**config.mk**
```make
export PLATFORM = sky130hd
export DESIGN_NAME = div_arb
export DESIGN_NICKNAME = d
export VERILOG_FILES = /design/src/rtl/div_arb.sv
export SDC_FILE = /design/constraint.sdc
export NUM_CORES = 1
export LEC_CHECK = 0
export CAP_MARGIN = 20
export CORE_ASPECT_RATIO = 1.75
export CORE_MARGIN = 4
export CORE_UTILIZATION = 36
export CTS_BUF_LIST = sky130_fd_sc_hd__clkbuf_2 sky130_fd_sc_hd__clkbuf_4 sky130_fd_sc_hd__clkbuf_8
export CTS_CLUSTER_DIAMETER = 60
export DETAILED_ROUTE_END_ITERATION = 10
export GPL_TIMING_DRIVEN = 0
export PLACE_DENSITY_LB_ADDON = 0.05
export SYNTH_ARGS = -nofsm -noshare
export SYNTH_HDL_FRONTEND = slang
export SYNTH_SLANG_ARGS = --single-unit
```
**constraint.sdc**
```tcl
create_clock -name clk -period 1.83 [get_ports clk]
set_input_delay 0.366 -clock clk [delete_from_list [all_inputs] [get_ports clk]]
set_output_delay 0.366 -clock clk [all_outputs]
set_load 0.005 [all_outputs]
```
**src/rtl/div_arb.sv**
```systemverilog
// Two-requester round-robin front end for a shared iterative divider.
// Serialises one operation at a time and aborts a stalled divider after TIMEOUT cycles.
module div_arb #(
    parameter int unsigned TIMEOUT = 64
) (
    input  logic        clk,
    input  logic        rst,
    input  logic        req0_valid_i,
    output logic        req0_ready_o,
    input  logic [31:0] req0_dividend_i,
    input  logic [31:0] req0_divisor_i,
    input  logic [2:0]  req0_op_i,
    input  logic        req1_valid_i,
    output logic        req1_ready_o,
    input  logic [31:0] req1_dividend_i,
    input  logic [31:0] req1_divisor_i,
    input  logic [2:0]  req1_op_i,
    output logic        rsp0_valid_o,
    input  logic        rsp0_ready_i,
    output logic [31:0] rsp0_data_o,
    output logic        rsp0_err_o,
    output logic        rsp1_valid_o,
    input  logic        rsp1_ready_i,
    output logic [31:0] rsp1_data_o,
    output logic        rsp1_err_o,
    output logic        div_start_o,
    output logic [31:0] div_dividend_o,
    output logic [31:0] div_divisor_o,
    output logic [2:0]  div_op_o,
    input  logic [31:0] div_result_i,
    input  logic        div_res_valid_i,
    output logic        div_res_ready_o
);

    localparam int unsigned DW  = 32;
    localparam int unsigned OPW = 3;
    localparam int unsigned CW  = 8;

    typedef enum logic [1:0] {IDLE, BUSY, ABORT, RESP} state_t;

    state_t          state, state_d;
    logic            last_grant;
    logic            owner;
    logic [CW-1:0]   cnt;
    logic [DW-1:0]   dividend_q, divisor_q, result_q;
    logic [OPW-1:0]  op_q;
    logic            err_q;

    logic            grant_c;
    logic            accept_c;
    logic            owner_ready_c;
    logic            timeout_c;

    // Next-state and output decode
    always_comb begin
        state_d         = state;
        accept_c        = 1'b0;
        req0_ready_o    = 1'b0;
        req1_ready_o    = 1'b0;
        rsp0_valid_o    = 1'b0;
        rsp0_data_o     = '0;
        rsp0_err_o      = 1'b0;
        rsp1_valid_o    = 1'b0;
        rsp1_data_o     = '0;
        rsp1_err_o      = 1'b0;
        div_start_o     = 1'b0;
        div_dividend_o  = '0;
        div_divisor_o   = '0;
        div_op_o        = '0;
        div_res_ready_o = 1'b0;

        // Contention goes to whoever was not granted last; otherwise to the lone requester
        if (req0_valid_i && req1_valid_i) grant_c = ~last_grant;
        else                              grant_c = req1_valid_i;

        owner_ready_c = owner ? rsp1_ready_i : rsp0_ready_i;
        timeout_c     = (cnt + CW'(1)) == CW'(TIMEOUT);

        case (state)
            IDLE: begin
                req0_ready_o = req0_valid_i && !grant_c;
                req1_ready_o = req1_valid_i && grant_c;
                accept_c     = req0_valid_i || req1_valid_i;
                if (accept_c) state_d = BUSY;
            end
            BUSY: begin
                div_start_o     = 1'b1;
                div_res_ready_o = 1'b1;
                div_dividend_o  = dividend_q;
                div_divisor_o   = divisor_q;
                div_op_o        = op_q;
                if (div_res_valid_i) state_d = RESP;
                else if (timeout_c)  state_d = ABORT;
            end
            ABORT: state_d = RESP;
            RESP: begin
                rsp0_valid_o = !owner;
                rsp1_valid_o = owner;
                rsp0_data_o  = owner ? '0 : result_q;
                rsp1_data_o  = owner ? result_q : '0;
                rsp0_err_o   = !owner && err_q;
                rsp1_err_o   = owner && err_q;
                if (owner_ready_c) state_d = IDLE;
            end
            default: state_d = IDLE;
        endcase
    end

    // State register and operation datapath
    always_ff @(posedge clk) begin
        if (rst) begin
            state      <= IDLE;
            last_grant <= 1'b1;
            owner      <= 1'b0;
            cnt        <= '0;
            dividend_q <= '0;
            divisor_q  <= '0;
            op_q       <= '0;
            result_q   <= '0;
            err_q      <= 1'b0;
        end else begin
            state <= state_d;
            case (state)
                IDLE: begin
                    if (accept_c) begin
                        dividend_q <= grant_c ? req1_dividend_i : req0_dividend_i;
                        divisor_q  <= grant_c ? req1_divisor_i  : req0_divisor_i;
                        op_q       <= grant_c ? req1_op_i       : req0_op_i;
                        owner      <= grant_c;
                        last_grant <= grant_c;
                        cnt        <= '0;
                    end
                end
                BUSY: begin
                    cnt <= cnt + CW'(1);
                    if (div_res_valid_i) begin
                        result_q <= div_result_i;
                        err_q    <= 1'b0;
                    end
                end
                ABORT: begin
                    result_q <= '0;
                    err_q    <= 1'b1;
                end
                default: ;
            endcase
        end
    end

endmodule

```
### After elaboration in Yosys (flattened, before gate mapping)

Index checks and enable logic that the tools add are counted.

* register bits after elaboration: 112
* bits in latches: 0
* bits in writable memories: 0
* ROM bits: 0
* input port bits: 173
* output and inout bits: 139
* word-level logic and storage cells: 66
* memories kept: 0

* $add $sub $neg: 1
* multiply operators: 0
* div/mod/pow operators: 0
* order comparisons: 0
* eq/ne operators: 9
* shift-type cells: 0
* mux-type cells: 31
* bitwise gates (word level): 1
* reduce and logical (&&, ||, !) cells: 15

Operators with widths (count)
* $mux W32: 9
* $pmux W32 S2: 1
* $pmux W8 S2: 1
* $mux W1: 11
* $add A8 B1 Y8 const B: 1
* $eq A8 B7 Y1 const B: 1
* $mux W2: 4
* $mux W8: 1
* $ne A2 B2 Y1 const B: 4
* $pmux W2 S4: 1
* $mux W3: 2
* $reduce_and A2 Y1: 3
* $logic_and A1 B1 Y1: 5
* $eq A2 B2 Y1 const B: 2
* $reduce_bool A2 Y1: 2
* $ne A3 B3 Y1 const B: 1
* $reduce_and A3 Y1: 1
* $eq A2 B1 Y1 const B: 1
* $logic_not A1 Y1: 2
* $logic_not A2 Y1: 1
* $pmux W1 S2: 1
* $logic_or A1 B1 Y1: 1
* $not A1 Y1: 1

### Logic depth before layout (Yosys ltp)

* depth after elaboration: 5
* mapped depth: 8
* depth with buffers taken out: 7

### Worst setup path before layout

No wires, ideal clock.

* path kind: reg2reg
* start point: register state[0]
* end point: register cnt[3]
* arrival: 1.705 ns
* required time: 1.715 ns
* path slack: 0.010 ns
* stages on the path, launching flop included: 9
* path buffers: 1
* cell sequence: dfxtp_1 -> inv_1 -> ha_1 -> or3b_1 -> and2_0 -> clkbuf_1 -> a21oi_1 -> o2bb2ai_1 -> and2_1

* longest elaborated chain between the ends: 4
* elaborated cells on any way between the ends: 7

RTL lines
* start: declaration: line 41 `state_t state, state_d;`
* start signal: assignment: line 122 `state <= state_d;`
* $logic_not A2 Y1: line 79, 123
* $mux W1: line 79 `case (state)`
* $ne A2 B2 Y1 (no line)
* $reduce_and A2 Y1 (no line)
* end signal: assignment: line 135 `cnt <= cnt + CW'(1);`
* end: declaration: line 44 `logic [CW-1:0] cnt;`

Parallel ways exist; a longest one is shown, timed or not.
A chain may end at the register's enable or synchronous reset.

### Worst setup path after layout

* start point: register state[0]
* end point: output port rsp0_data_o[24]

* longest elaborated chain between the ends: 2

RTL lines
* $eq A2 B2 Y1: line 79
* $mux W32: line 79
* end: declaration: line 20 `output logic [31:0] rsp0_data_o,`

No other way between the ends.

==> reports/metrics.yaml <==
pre_cts_ws_ns: -0.940
grt_setup_unrepaired: "yes"
grt_usage: 0.238
path_class: "reg2out"
pin_count: 312
grt_pass1_vias: 6545
post_drt_wl_per_cell_um: 19.3
crit_chain: "ha_4 -> clkinvlp_4 -> nor2_4 -> buf_12 -> buf_8 -> buf_6 -> buf_6 -> and2_4 -> buf_6"
drt_iter0_drc: 151
cpMaxStageDelayCell: "dfxtp_4"
slew_violations: 0
grt-ovfl-total: 0
fin_hold_ws_ns: 0.497
finalSetupViolCount: 173
postCtsHoldBufs: 0
synth_top_cells_by_area: "dfxtp_1 (40%), mux2i_1 (12%), and2_1 (11%)"
synth.distinct_cells: 42
cpMostUsedCell: "buf_6"
htree_levels: 3
startpoint_type: "register"
cts_inserted_buffers: 9
power.density_cell_area_nw_per_um2: 1220
relSlewSlack: 0.521
grt_pass1_wl_um: 33400
cp_top_family: "buffers and inverters"
synth_area_um2: 5650
worstPathMaxFanout: 6
fmax_mhz: 453
ys_seq_elements: 112
p_leak_nw: 4.76
async_flop_share: 0
layout-drive-gt1-share: 0.431
synth_edf_count: 0
tightest_slew_ns: 0.719
fin_skew_ns: 0.00949
drcViolationCount: 0
grt_max_degree: 19
cp.required_ns: 1.46
hold_class: "reg2reg"
netlist_instances: 654
cts-root-buf: "clkbuf_8"
place.gp.congestion: 0.827
portBuffers: 310
cts_tree: "built"
path_clk_slew_ns: 0.11
syn_avg_cell_area_um2: 8.64
netlist.area_leader.share: 0.397
rows: 60
fp.dieH_um: 174
num_vias: 6496
ys_warn_count: 0
postRouteAntennaNets: 0
path_buf_inv: 6
ys_seq_area_frac: 0.397
cts_buffer_depth: 2
area_delta_synth_final_pct: 98.8
dpl.hpwl_um: 16800
synth_largest_area_cell: "dfxtp_1"
core_um2: 15400
drt_wl_total_um: 23900
clock_latency_ns: 0.39
cp-end-kind: "output port"
via_per_inst: 5.24
antenna_found_initial: 0
nets: 1225
dieArea_um2: 17800
cpPeakStageDelay_ns: 0.40
drtPass1Iterations: 4
violations: "setup timing"
period_minus_slack_ns: 2.21
fin_ws_ns: -0.376
maxCapViolations: 0
synth_fp_nets: 832
status: "finished, violations left"
power.total_mw: 13.7
min_period_over_period: 1.21
synthFlopType: "dfxtp_1"
cts.sink_count: 112
initial_utilization: 0.367
hold_viol_final: 0
vdd_drop_max_mv: 0.591
cp.arrival_ns: 1.84
die_x_um: 103
## metal layers
metal  vias to the layer above  track usage  part of all wire
met5                         -            0                 0
met4                         0       0.0848             0.030
met3                        43       0.0511             0.075
met2                       261        0.476              0.57
met1                      3124        0.223              0.32
li1                       3068            -                 -
## cells by family after synthesis
family                   share of synthesized area
AO/OA/AOI/OAI                                0.164
XOR/XNOR                                   0.00310
adder cells (fa/ha/maj)                     0.0111
buffers and inverters                       0.0478
flip-flops                                   0.397
multiplexers                                 0.124
AND/OR/NAND/NOR                              0.252
## worst register-to-register path: stages (launching register included)
cell and delay (ns):
dfxtp_4 0.38, buf_4 0.14, buf_6 0.11, buf_6 0.12
inv_4 0.05, ha_4 0.15, or3b_4 0.42, buf_6 0.15
o21ai_4 0.11, buf_4 0.17, a22oi_1 0.07, nor2_1 0.11
## where the power goes
part | total [mW] | switching, mW | internal, mW
clock network | 1.58 | 0.882 | 0.697
logic | 8.56 | 3.73 | 4.83
registers | 3.57 | 0.437 | 3.14
total | 13.7 | 5.05 | 8.67
## path summary, 6_finish.rpt
check,slack [ns],startpoint,endpoint,depth (start not counted)
worst max-delay path,-0.38,state[0]$_SDFFE_PP0P_,rsp0_data_o[24],9
worst min-delay path,0.50,last_grant$_SDFFE_PP1P_,last_grant$_SDFFE_PP1P_,1
worst max register to register,-0.22,state[0]$_SDFFE_PP0P_,cnt[6]$_SDFFE_PP0P_,11
worst min register to register,0.50,last_grant$_SDFFE_PP1P_,last_grant$_SDFFE_PP1P_,1
## cell usage after synthesis (2+ instances only)
cell type  instances
a211oi_1          68
a21oi_1            9
a22oi_1           34
and2_1           103
and3_1            34
buf_1              6
buf_2              9
buf_4              3
clkbuf_1          43
dfxtp_1          112
ha_1               5
inv_1              5
mux2i_1           69
nand2_1            8
nand3_1            2
nor2_1           112
nor3_1             3
o21a_1             2
o21ai_0            3
xnor2_1            2
## cell type report
type,count,area [um^2]
sequential,112,2250
timing repair buffer,385,4020
multi-input combinational,477,3860
tap,186,233
clock buffer,11,145
fill,1167,4160
buffer,57,632
clock inverter,5,62.6
antenna,1,2.50
inverter,5,27.5
## stage by stage
stage	TNS [ns]	area [um^2]	utilization	cells
after floorplan	0	5650	-	654
after global placement	-125.59	8980	0.584	1150
after detailed placement	-133.05	8980	0.584	1150
after CTS	-42.48	9700	0.630	1210
after global routing	-45.86	11200	0.730	1238
final	-35.20	11200	0.730	1239
## registers in the layout, indices dropped and copies added, names as in the netlist
signal,count
op_q,3
last_grant,1
dividend_q,32
cnt,8
state,2
divisor_q,32
owner,1
result_q,32
err_q,1
## what timing repair did
action	in CTS	in global routing
buffers inserted	38	28
endpoints found under the hold margin	0	0
gates cloned	8	5
endpoints found under the setup margin	247	237
gates resized for setup	600	420
pin swaps	22	89
## cell usage in the layout, fill, tap and decap left out, types with 3 or more instances in the layout
cell,n
clkbuf_4,3
a21oi_1,6
buf_4,24
clkdlybuf4s50_1,178
dlygate4sd2_1,4
buf_2,11
clkdlybuf4s15_2,4
nor2_2,4
buf_8,23
and3_4,15
a22oi_1,33
and2_1,9
a211oi_1,21
dfxtp_1,110
nor2_1,106
buf_6,155
nor3_1,3
ha_4,4
clkbuf_8,10
and3_1,19
mux2i_1,68
nor2_4,3
clkbuf_16,6
buf_12,8
clkbuf_2,13
clkbuf_1,12
a211oi_2,47
clkinvlp_4,3
a21oi_2,3
nand2_1,7
and2_4,95
Power figures use the tool's default switching activity.
